[src/rtl/regfile_write_arbiter.sv]
`default_nettype none
// ============================================================================
// Module  : regfile_write_arbiter
// Purpose : Round-robin arbiter for the register file's single write port,
//           with a clear sweep that zeroes registers 1..NREGS-1.
// Revision: 1.0 - initial release
// ============================================================================
module regfile_write_arbiter #(
    parameter int NREQ   = 3,
    parameter int DATA_W = 32,
    parameter int NREGS  = 32,
    parameter int ADDR_W = 5
) (
    input  logic                     clk,
    input  logic                     reset,
    input  logic [NREQ-1:0]          req,
    input  logic [NREQ*ADDR_W-1:0]   req_addr,
    input  logic [NREQ*DATA_W-1:0]   req_data,
    output logic [NREQ-1:0]          grant,
    input  logic                     clear_req,
    output logic [NREGS-1:0]         reg_we,
    output logic [DATA_W-1:0]        reg_wdata,
    output logic                     busy,
    output logic                     clear_done
);

    localparam int c_ptr_w = (NREQ > 1) ? $clog2(NREQ) : 1;
    localparam logic [0:0]          c_idle  = 1'b0;
    localparam logic [0:0]          c_sweep = 1'b1;
    localparam logic [c_ptr_w:0]    c_nreq  = (c_ptr_w+1)'(NREQ);
    localparam logic [c_ptr_w-1:0]  c_ptr_rst = c_ptr_w'(NREQ - 1);
    localparam logic [ADDR_W-1:0]   c_first = ADDR_W'(1);
    localparam logic [ADDR_W-1:0]   c_last  = ADDR_W'(NREGS - 1);
    localparam logic [NREGS-1:0]    c_one   = NREGS'(1);

    logic [0:0]          r_state;
    logic [c_ptr_w-1:0]  r_rr_ptr;
    logic [ADDR_W-1:0]   r_cnt;
    logic [NREGS-1:0]    r_we;
    logic [DATA_W-1:0]   r_wdata;
    logic                r_done;

    logic [ADDR_W-1:0]   w_addr [NREQ];
    logic [DATA_W-1:0]   w_data [NREQ];
    logic [c_ptr_w:0]    w_idx;
    logic [c_ptr_w-1:0]  w_winner;
    logic                w_found;
    logic                w_grant_ok;
    logic [ADDR_W-1:0]   w_sel_addr;
    logic [DATA_W-1:0]   w_sel_data;
    logic [NREGS-1:0]    w_we_req;
    logic [NREGS-1:0]    w_we_sweep;

    generate
        for (genvar gi = 0; gi < NREQ; gi++) begin : g_slice
            assign w_addr[gi] = req_addr[gi*ADDR_W +: ADDR_W];
            assign w_data[gi] = req_data[gi*DATA_W +: DATA_W];
        end
    endgenerate

    // Search starts just past the last winner so every requester gets a turn.
    always_comb begin
        w_found  = 1'b0;
        w_winner = '0;
        w_idx    = '0;
        for (int k = 1; k <= NREQ; k++) begin
            w_idx = {1'b0, r_rr_ptr} + (c_ptr_w+1)'(k);
            if (w_idx >= c_nreq) begin
                w_idx = w_idx - c_nreq;
            end
            if (!w_found && req[w_idx[c_ptr_w-1:0]]) begin
                w_found  = 1'b1;
                w_winner = w_idx[c_ptr_w-1:0];
            end
        end
    end

    assign w_grant_ok = !reset && (r_state == c_idle) && !clear_req && w_found;
    assign grant      = w_grant_ok ? (NREQ'(1) << w_winner) : '0;
    assign w_sel_addr = w_addr[w_winner];
    assign w_sel_data = w_data[w_winner];
    // Register 0 is hard-wired zero, so a write to it is simply dropped.
    assign w_we_req   = (w_sel_addr == '0) ? '0 : (c_one << w_sel_addr);
    assign w_we_sweep = c_one << r_cnt;

    always_ff @(posedge clk or posedge reset) begin
        if (reset) begin
            r_state  <= c_idle;
            r_rr_ptr <= c_ptr_rst;
            r_cnt    <= c_first;
            r_we     <= '0;
            r_wdata  <= '0;
            r_done   <= 1'b0;
        end else begin
            case (r_state)
                c_idle: begin
                    r_done <= 1'b0;
                    if (clear_req) begin
                        r_state <= c_sweep;
                        r_cnt   <= c_first;
                        r_we    <= '0;
                    end else if (w_grant_ok) begin
                        r_we     <= w_we_req;
                        r_wdata  <= w_sel_data;
                        r_rr_ptr <= w_winner;
                    end else begin
                        r_we <= '0;
                    end
                end
                c_sweep: begin
                    r_we    <= w_we_sweep;
                    r_wdata <= '0;
                    if (r_cnt == c_last) begin
                        r_state <= c_idle;
                        r_cnt   <= c_first;
                        r_done  <= 1'b1;
                    end else begin
                        r_cnt  <= r_cnt + c_first;
                        r_done <= 1'b0;
                    end
                end
                default: begin
                    r_state <= c_idle;
                    r_we    <= '0;
                    r_done  <= 1'b0;
                end
            endcase
        end
    end

    assign reg_we     = r_we;
    assign reg_wdata  = r_wdata;
    assign busy       = (r_state == c_sweep);
    assign clear_done = r_done;

endmodule
`default_nettype wire
[config.mk]
export PLATFORM = sky130hd
export DESIGN_NAME = regfile_write_arbiter
export DESIGN_NICKNAME = d
export VERILOG_FILES = /design/src/rtl/regfile_write_arbiter.sv
export SDC_FILE = /design/constraint.sdc
export NUM_CORES = 1
export LEC_CHECK = 0
export ABC_CLOCK_PERIOD_IN_PS = 11450
export BUFFER_PORTS_ARGS = -buffer_cell sky130_fd_sc_hd__buf_2
export CAP_MARGIN = 15
export CORE_ASPECT_RATIO = 1.1
export CORE_UTILIZATION = 40
export CTS_CLUSTER_DIAMETER = 120
export DETAILED_ROUTE_END_ITERATION = 10
export PLACE_DENSITY = 0.67
export SKIP_LAST_GASP = 1
export SYNTH_ARGS = -nofsm -noshare
export SYNTH_HDL_FRONTEND = slang
export SYNTH_SLANG_ARGS = --single-unit
[constraint.sdc]
create_clock -name clk -period 11.45 [get_ports clk]
set_input_delay 2.29 -clock clk [delete_from_list [all_inputs] [get_ports clk]]
set_output_delay 2.29 -clock clk [all_outputs]
set_load 0.05 [all_outputs]
# [After elaboration in Yosys (flattened, before gate mapping)]
# Cells that the tools add are included.
[word_totals] output_inout_bits=69 word_cells=79 input_bits=117 ff_bits=73
[classes] n_bitwise=3 eq_ne=4 shifts=3 mux=37 reduce_logical=12 n_addsub=7 n_lt_le_gt_ge=7
[ops] cell="$mux W32" count=7
[ops] cell="$pmux W32 S2" count=2
[ops] cell="$bmux W32 S2" count=1
[ops] cell="$shl A1 B5 Y32 const A" count=2
[ops] cell="$mux W5" count=4
[ops] cell="$mux W2" count=6
[ops] cell="$bmux W5 S2" count=1
[ops] cell="$pmux W5 S2" count=1
[ops] cell="$ge A3 B2 Y1 const B" count=3
[ops] cell="$lt A2 B3 Y1 const B" count=3
[ops] cell="$mux W1" count=9
[ops] cell="$add A2 B2 Y3 const B" count=2
[ops] cell="$bmux W1 S2" count=3
[ops] cell="$ne A2 B2 Y1 const B" count=3
[ops] cell="$sub A2 B2 Y2 const B" count=3
[ops] cell="$add A5 B1 Y5 const B" count=1
[ops] cell="$eq A5 B5 Y1 const B" count=1
[ops] cell="$logic_and A1 B1 Y1" count=5
[ops] cell="$logic_not A5 Y1" count=1
[ops] cell="$logic_not A1 Y1" count=4
[ops] cell="$pmux W1 S2" count=2
[ops] cell="$add A2 B1 Y3 const B" count=1
[ops] cell="$ge A3 B3 Y1 const B" count=1
[ops] cell="$mux W3" count=1
[ops] cell="5 further kinds" count=6

# [Longest topological paths before layout]
# Gate-level depths: netlist of run 1.
[logic_depth] depth_word=21 ltp_mapped=15 ltp_nobuf=9

# [Worst setup path after synthesis of run 1]
# No wires, ideal clock.
[synth_timing] kind="input to output" from="in reset" to="out grant[1]" required_ps=9160 path_stages=3 n_path_buf=0 arrival_ps=5753 slack_ps=3407 path_cell_list="inv_1 -> o311ai_2 -> a211oi_1"
[synth_via] elab_chain_len=5
[synth_rtl] element="start, declared" line="15" text="input logic reset,"
[synth_rtl] element="$logic_not A1 Y1 (no line)"
[synth_rtl] element="$logic_and A1 B1 Y1 (3 in series)" line="78" text="assign w_grant_ok = !reset && (r_state == c_idle) && !clear_req && w_found;"
[synth_rtl] element="$mux W3" line="79" text="assign grant = w_grant_ok ? (NREQ'(1) << w_winner) : '0;"
[synth_rtl] element="end, declared" line="19" text="output logic [NREQ-1:0] grant,"
# No other way between the ends.

# [Worst setup path in the final report of run 1]
# Same ends and word-level chain as after synthesis.

==> impl_metrics.env, run 1 <==
export IMPL_seqCellArea_mm2=0.00183
export IMPL_worstPathArrival_ns=4.40
export IMPL_p_sw_share_pct=48.7
export IMPL_maxCapViolCount=0
export IMPL_rsz0062_at_grt="no"
export IMPL_synth_area_mm2=0.00436
export IMPL_setup_violations=0
export IMPL_synth_fp_nets=577
export IMPL_antenna_found_initial=0
export IMPL_power_leakage_nw=2.99
export IMPL_clk_pin_slew_ns=0.05
export IMPL_min_period_ns=6.69
export IMPL_start_util_pct=41.6
export IMPL_row_count=39
export IMPL_vias=4225
export IMPL_ant_nets=0
export IMPL_hold_class="reg -> reg"
export IMPL_critPathTopFamily="buffers and inverters"
export IMPL_yosys_top_cells_count="71 x dfrtp_1, 42 x nor2_1, 39 x nand2_1, 35 x nand3b_1, 34 x mux2i_1"
export IMPL_post_synth_inst_count=449
export IMPL_avgSynthCellArea_um2=9.71
export IMPL_ys_top_cells_by_area="dfrtp_1 41%, mux2i_1 7.8%, a211o_1 6.4%, nand3b_1 6.0%, o32ai_1 4.0%"
export IMPL_cts_buffers=9
export IMPL_power_density_mw_per_mm2=270
export IMPL_htree_levels=3
export IMPL_cpMaxStageDelayCell="buf_4"
export IMPL_synth_top_area_share_pct=40.7
export IMPL_synthDistinctLibCells=61
export IMPL_r2r_slack_ns=7.19
export IMPL_comb_power_share_pct=59.9
export IMPL_max_stage_delay_ns=0.68
export IMPL_syn_to_final_growth_pct=29.9
export IMPL_drt_wirelength_per_cell_um=15.6
export IMPL_internal_power_mw=0.785
export IMPL_hold_ws_ns=0.497
export IMPL_post_cts_buffers=0
export IMPL_yosysWarnings=0
export IMPL_grt_pass1_wl_um=19100
export IMPL_start_kind="primary input"
export IMPL_synthArstFlopShare_pct=100
export IMPL_dieWidth_um=102
export IMPL_wl_um=11900
export IMPL_fmax_ghz=0.149
export IMPL_layout_drive_gt1_share_pct=36.1
export IMPL_worstRegToRegCells=10
export IMPL_r2r_start="r_rr_ptr[0]$_DFFE_PP0P_"
export IMPL_worst_clock_skew_ns=0.00738
export IMPL_ys_seq_area_share_pct=41.9
export IMPL_critPathBufInv=5
export IMPL_clockBufferDepth=2
export IMPL_drtPass1Iterations=5
export IMPL_synth_most_common_cell="dfrtp_1"
export IMPL_die_height_um=112
export IMPL_drcViolationCount=0
export IMPL_io_buffers=185
export IMPL_worst_hold_path_endpoint="reg_wdata[27]$_DFFE_PP0P_"
export IMPL_yosys_area_top_type="dfrtp_1"
export IMPL_avgViaCountPerCell=5.53
export IMPL_ir_drop_mv=0.154
export IMPL_final_nets=745
export IMPL_cp_data_required_time_ns=9.16
export IMPL_place_congestion=0.941
export IMPL_grt_max_degree=75
export IMPL_worstMarginPinSlew_ns=1.19
export IMPL_ctsResizeCount=0
export IMPL_clkSinkCount=73
export IMPL_cts_tree="yes"
export IMPL_synth_flop_cell="dfrtp_1"
export IMPL_first_global_vias=4046
export IMPL_multi_input_area_mm2=0.00235
export IMPL_clock_latency_ns=0.32
export IMPL_slew_headroom_pct=20.5
export IMPL_tns_ns=0
export IMPL_cp_max_fo=74
export IMPL_antenna_diode_count=0
export IMPL_min_from="reg_wdata[27]$_DFFE_PP0P_"
export IMPL_p_seq_share_pct=21.3
export IMPL_endpoint_kind="primary output"
export IMPL_finalCritPeriodShare_pct=58.5
export IMPL_coreArea_mm2=0.0105
export IMPL_ioPinCount=186
export IMPL_fillerInstances=985
export IMPL_die_area_mm2=0.0113
export IMPL_synth_edf_count=0
export IMPL_first_iter_violations=169
export IMPL_worstSetupPathType="in -> out"
export IMPL_rr_endpoint="reg_we[6]$_DFF_PP0_"
export IMPL_crit_chain="buf_2 > inv_2 > buf_4 > o311ai_4 > buf_4 > a211oi_1 > buf_2"
export IMPL_dpl_hpwl_um=8880
export IMPL_synth_ff_latch_count=73
export IMPL_postCtsHoldBufs=0
export IMPL_status="complete, no violations"
export IMPL_slew_violations=0
export IMPL_hold_viol=0
export IMPL_track_usage_pct=21.4
export IMPL_hold_path_depth=2
export IMPL_p_clk_share_pct=18.9
export IMPL_overflow=0
export IMPL_clockRootBuffer="clkbuf_16"
export IMPL_p_sw_mw=0.746
worst max-delay path by stage:
stage               startpoint  endpoint  depth (start not counted)
floorplan                reset  grant[1]                          3
global placement         reset  grant[0]                          8
detailed placement       reset  grant[1]                          7
CTS                      reset  grant[1]                          7
global route             reset  grant[1]                          7
finish                   reset  grant[1]                          7
worst reg2reg max path, cell delays in order, from the launching register on:
cell and delay [ns]:
dfrtp_1 0.53, inv_1 0.18, ha_1 0.59, nor3b_1 0.17, a21o_1 0.25, or3_1 0.49
nand2_2 0.11, buf_4 0.57, a31oi_1 0.43, o21bai_1 0.46, o32ai_1 0.37
metrics by stage:
| step | setup slack, ns | utilization (%) | total power [mW] | cell area, um^2 | cells |
|---|---|---|---|---|---|
| finish | 4.76 | 54.0 | 1.53 | 5670 | 764 |
| CTS | 4.69 | 54.0 | 1.53 | 5670 | 764 |
| floorplan | 3.41 | - | 1.06 | 4360 | 449 |
| detailed placement | 4.69 | 51.1 | 1.23 | 5360 | 749 |
| global placement | 4.70 | 51.1 | 1.21 | 5360 | 749 |
| global route | 4.44 | 54.0 | 1.63 | 5670 | 764 |
registers in the layout (all words and copies together), names as in the netlist:
| signal | cells |
|---|---|
| busy | 1 |
| clear_done | 1 |
| r_cnt | 5 |
| r_rr_ptr | 2 |
| reg_wdata | 32 |
| reg_we | 32 |
cells in the final DEF, fill, tap and decap left out, drive strengths merged, types with 10 or more instances in the layout:
cell	instances
nand2	40
a21oi	10
clkbuf	12
nor2	42
o32ai	20
a211o	32
ha	11
o22ai	10
mux2i	34
dfrtp	71
o21ai	13
nand3b	35
buf	190
nand3	15
layout make-up:
cell class | count | area share, %
Multi-Input combinational cell | 335 | 41.5
Sequential cell | 73 | 32.3
Clock buffer | 12 | 4.35
Timing Repair Buffer | 190 | 17.0
Clock inverter | 3 | 1.15
Tap cell | 143 | 3.16
Inverter | 8 | 0.530
power by group through the flow:
stage                     logic [mW]  registers [mW]  clock network [mW]
final                          0.917           0.325               0.289
after global placement         0.881           0.328                   0
after detailed placement       0.904           0.329                   0
after floorplan                0.662           0.402                   0
after global routing           0.994           0.330               0.308
after CTS                      0.907           0.325               0.297
routing by layer:
| layer | share of wire (%) | wire length [um] | global-route usage, % | up-vias |
|---|---|---|---|---|
| li1 | - | - | - | 2003 |
| met5 | 0 | 0 | 0 | - |
| met2 | 50 | 5940 | 36.6 | 209 |
| met4 | 3.2 | 378 | 9.86 | 0 |
| met1 | 42 | 4960 | 25.9 | 1980 |
| met3 | 5.2 | 620 | 3.39 | 33 |
kinds of logic (layout without fill, tap and decap cells):
kind of cell / after synthesis / after routing / share of synthesized area, %
adder cells (fa/ha/maj): 11 / 11 / 3.16
flip-flops: 73 / 73 / 41.9
buffers and inverters: 41 / 213 / 4.47
multiplexers: 35 / 35 / 8.15
AO/OA/AOI/OAI: 117 / 117 / 21.4
AND/OR/NAND/NOR: 172 / 172 / 20.9
Power figures use the tool's default switching activity.
==> run 2: changes to the inputs <==
--- a/config.mk
+++ b/config.mk
@@ -5,14 +5,15 @@
 export SDC_FILE = /design/constraint.sdc
 export NUM_CORES = 1
 export LEC_CHECK = 0
-export ABC_CLOCK_PERIOD_IN_PS = 11450
+export ABC_AREA = 1
+export ABC_CLOCK_PERIOD_IN_PS = 5950
 export BUFFER_PORTS_ARGS = -buffer_cell sky130_fd_sc_hd__buf_2
 export CAP_MARGIN = 15
 export CORE_ASPECT_RATIO = 1.1
 export CORE_UTILIZATION = 40
 export CTS_CLUSTER_DIAMETER = 120
 export DETAILED_ROUTE_END_ITERATION = 10
-export PLACE_DENSITY = 0.67
+export PLACE_DENSITY = 0.7
 export SKIP_LAST_GASP = 1
 export SYNTH_ARGS = -nofsm -noshare
 export SYNTH_HDL_FRONTEND = slang
==> constraint.sdc (replaced) <==
create_clock -name clk -period 5.95 [get_ports clk]
set_input_delay 1.19 -clock clk [delete_from_list [all_inputs] [get_ports clk]]
set_output_delay 1.19 -clock clk [all_outputs]
set_load 0.05 [all_outputs]
==> run 2 against run 1 <==
  * Synthesized cell count rose by 29%
  * Combinational power rose to 2.6 times the previous value
  * Wire length rose by 11%
  * Clock power rose by 70%
  * Flip-flop and latch count did not move
  * Total power rose by 130%
  * Sequential power rose by 95%
  * Non-clock buffer count fell by 3
  * Clock skew fell by 0.0027 ns
==> impl_metrics.env, run 2 <==
export IMPL_first_global_vias=4314
export IMPL_worstRegToRegCells=14
export IMPL_hold_viol=0
export IMPL_worstSetupPathType="reg -> out"
export IMPL_clockRootBuffer="clkbuf_16"
export IMPL_final_nets=877
export IMPL_coreArea_mm2=0.0105
export IMPL_crit_cells=14
export IMPL_synth_flop_cell="dfrtp_1"
export IMPL_slew_violations=0
export IMPL_worstPathArrival_ns=3.28
export IMPL_fillerInstances=975
export IMPL_cpMaxStageDelayCell="inv_2"
export IMPL_finalCritPeriodShare_pct=75.1
export IMPL_critPathTopFamily="buffers and inverters"
export IMPL_synth_area_mm2=0.00437
export IMPL_grt_max_degree=74
export IMPL_endpoint_kind="primary output"
export IMPL_avgSynthCellArea_um2=7.55
export IMPL_grt_pass1_wl_um=20400
export IMPL_dpl_instance_area_mm2=0.00531
export IMPL_route_met2_wl_um=6730
export IMPL_top_layer_used="met5"
export IMPL_clk_pin_slew_ns=0.06
export IMPL_post_cts_buffers=0
export IMPL_setup_ws_ns=1.48
export IMPL_setup_violations=0
export IMPL_ant_nets=0
export IMPL_status="complete, no violations"
export IMPL_min_period_ns=4.47
export IMPL_syn_to_final_growth_pct=27.9
export IMPL_fmax_ghz=0.224
export IMPL_drtPass1Iterations=7
export IMPL_postCtsHoldBufs=0
export IMPL_start_kind="register"
export IMPL_io_buffers=185
export IMPL_multi_input_area_mm2=0.00220
export IMPL_power_leakage_nw=3.29
export IMPL_crit_top_cell="nand2_2"
export IMPL_layout_drive_gt1_share_pct=34.6
export IMPL_routed_wl_met3_um=1130
export IMPL_ys_seq_area_share_pct=41.9
export IMPL_final_common_cell="nand2_1"
export IMPL_fin_area_mm2=0.00559
export IMPL_drt_wirelength_per_cell_um=14.7
export IMPL_slew_headroom_pct=31.6
export IMPL_dp_cells=881
export IMPL_ioPinCount=186
export IMPL_critPathBufInv=5
export IMPL_cp_max_fo=42
export IMPL_ys_top_cells_by_area="dfrtp_1 41%, nand2_1 21%, nand3_1 6.0%, inv_1 3.4%, nand4_1 3.3%"
export IMPL_rsz0062_at_grt="no"
export IMPL_clockBufferDepth=2
export IMPL_clkSinkCount=73
export IMPL_wl_um=13200
export IMPL_yosys_area_top_type="dfrtp_1"
export IMPL_die_height_um=112
export IMPL_crit_chain="inv_1 > ha_1 > inv_2 > nand2_2 > nand3_2 > nand2_2 > nand2_2 > inv_1 > nand2_2 > nand2_4 > nand2_4 > inv_2 > nor2_1 > buf_2"
export IMPL_yosys_top_cells_count="239 x nand2_1, 71 x dfrtp_1, 52 x nand3_1, 40 x inv_1, 23 x nand4_1"
export IMPL_drcViolationCount=0
export IMPL_yosysWarnings=0
export IMPL_post_synth_inst_count=579
export IMPL_hold_path_depth=2
export IMPL_first_iter_violations=191
export IMPL_place_ws_ns=1.63
export IMPL_antenna_found_initial=3
export IMPL_utilization_pct=53.3
export IMPL_synth_most_common_cell="nand2_1"
export IMPL_hold_ws_ns=0.489
export IMPL_layout_common_cells="239 x nand2_1, 185 x buf_2, 71 x dfrtp_1"
export IMPL_power_density_mw_per_mm2=625
export IMPL_power_mw=3.49
export IMPL_maxCapViolCount=0
export IMPL_cts_tree="yes"
export IMPL_overflow=0
export IMPL_row_count=39
export IMPL_cts_buffers=9
export IMPL_synth_ff_latch_count=73
export IMPL_synth_top_area_share_pct=40.7
export IMPL_avgViaCountPerCell=5.03
export IMPL_vias=4524
export IMPL_dpl_hpwl_um=9840
export IMPL_start_util_pct=41.6
export IMPL_synthDistinctLibCells=36
export IMPL_ctsResizeCount=0
export IMPL_hold_class="reg -> reg"
export IMPL_place_congestion=0.895
export IMPL_synthArstFlopShare_pct=100
export IMPL_worst_clock_skew_ns=0.00471
export IMPL_worstMarginPinSlew_ns=1.02
export IMPL_htree_levels=3
export IMPL_m1WireLength_um=5040
export IMPL_synth_edf_count=0
export IMPL_track_usage_pct=23.4
export IMPL_dieWidth_um=102
export IMPL_max_stage_delay_ns=0.58
export IMPL_cp_data_required_time_ns=4.76
export IMPL_final_cells=899
export IMPL_ir_drop_mv=0.403
export IMPL_die_area_mm2=0.0113
export IMPL_seqCellArea_mm2=0.00183
export IMPL_synth_fp_nets=707
export IMPL_tns_ns=0
export IMPL_clock_latency_ns=0.33
[run 2: cell types whose count changed in the layout (fill, tap and decap cells not counted), sizes merged, moves of 20 or more]
cell    delta
nand2    +212
nand3b    -32
inv       +38
nand4     +22
a211o     -32
nand3     +41
mux2i     -33
o32ai     -20
[run 2: metal layers]
layer	GRT usage [%]	vias up
met5	0	-
met4	8.50	2
met3	6.40	29
met2	41.5	205
met1	26.3	2092
li1	-	2196
[run 2: report_power, final]
part	switching [mW]	total (mW)	internal, mW
Combinational	1.79	2.37	0.581
Sequential	0.0594	0.635	0.576
Clock	0.207	0.490	0.283
[run 2: path summary, 6_finish.rpt]
path / from / endpoint / slack (ns)
worst max register to register: r_rr_ptr[1]$_DFFE_PP1P_ / reg_we[14]$_DFF_PP0_ / 2.31
max in group asynchronous: reset / busy$_DFF_PP0_ / 4.17
worst min register to register: reg_wdata[23]$_DFFE_PP0P_ / reg_wdata[23]$_DFFE_PP0P_ / 0.49
worst min-delay path: reg_wdata[23]$_DFFE_PP0P_ / reg_wdata[23]$_DFFE_PP0P_ / 0.49
worst max-delay path: r_rr_ptr[1]$_DFFE_PP1P_ / grant[0] / 1.48
min in group asynchronous: reset / reg_wdata[3]$_DFFE_PP0P_ / 1.18
[run 2: cell families (layout without fill, tap and decap cells)]
family	after synthesis	after routing	synth area share, %
buffers and inverters	73	248	7.87
xor gates and xnor gates	1	1	0.200
other	0	2	0
muxes	1	1	0.229
DFF	73	73	41.9
AOI/OAI and AO/OA	33	33	6.41
and+or+nand+nor	387	387	40.3
adders and majority gates	11	11	3.15
[run 2: layout make-up]
type / instances / area share [%]
clock buffers: 10 / 4.10
multi-input cells: 433 / 39.3
inverters: 45 / 3.02
well taps: 143 / 3.20
clock inverters: 6 / 0.761
repair buffers: 187 / 16.8
diodes: 2 / 0.0895
flip-flops and latches: 73 / 32.7
[run 2: worst min-delay path, stage by stage, from the launching register on]
cell and delay (ns):
dfrtp_1 0.33, nand2_1 0.05, nand3_1 0.07
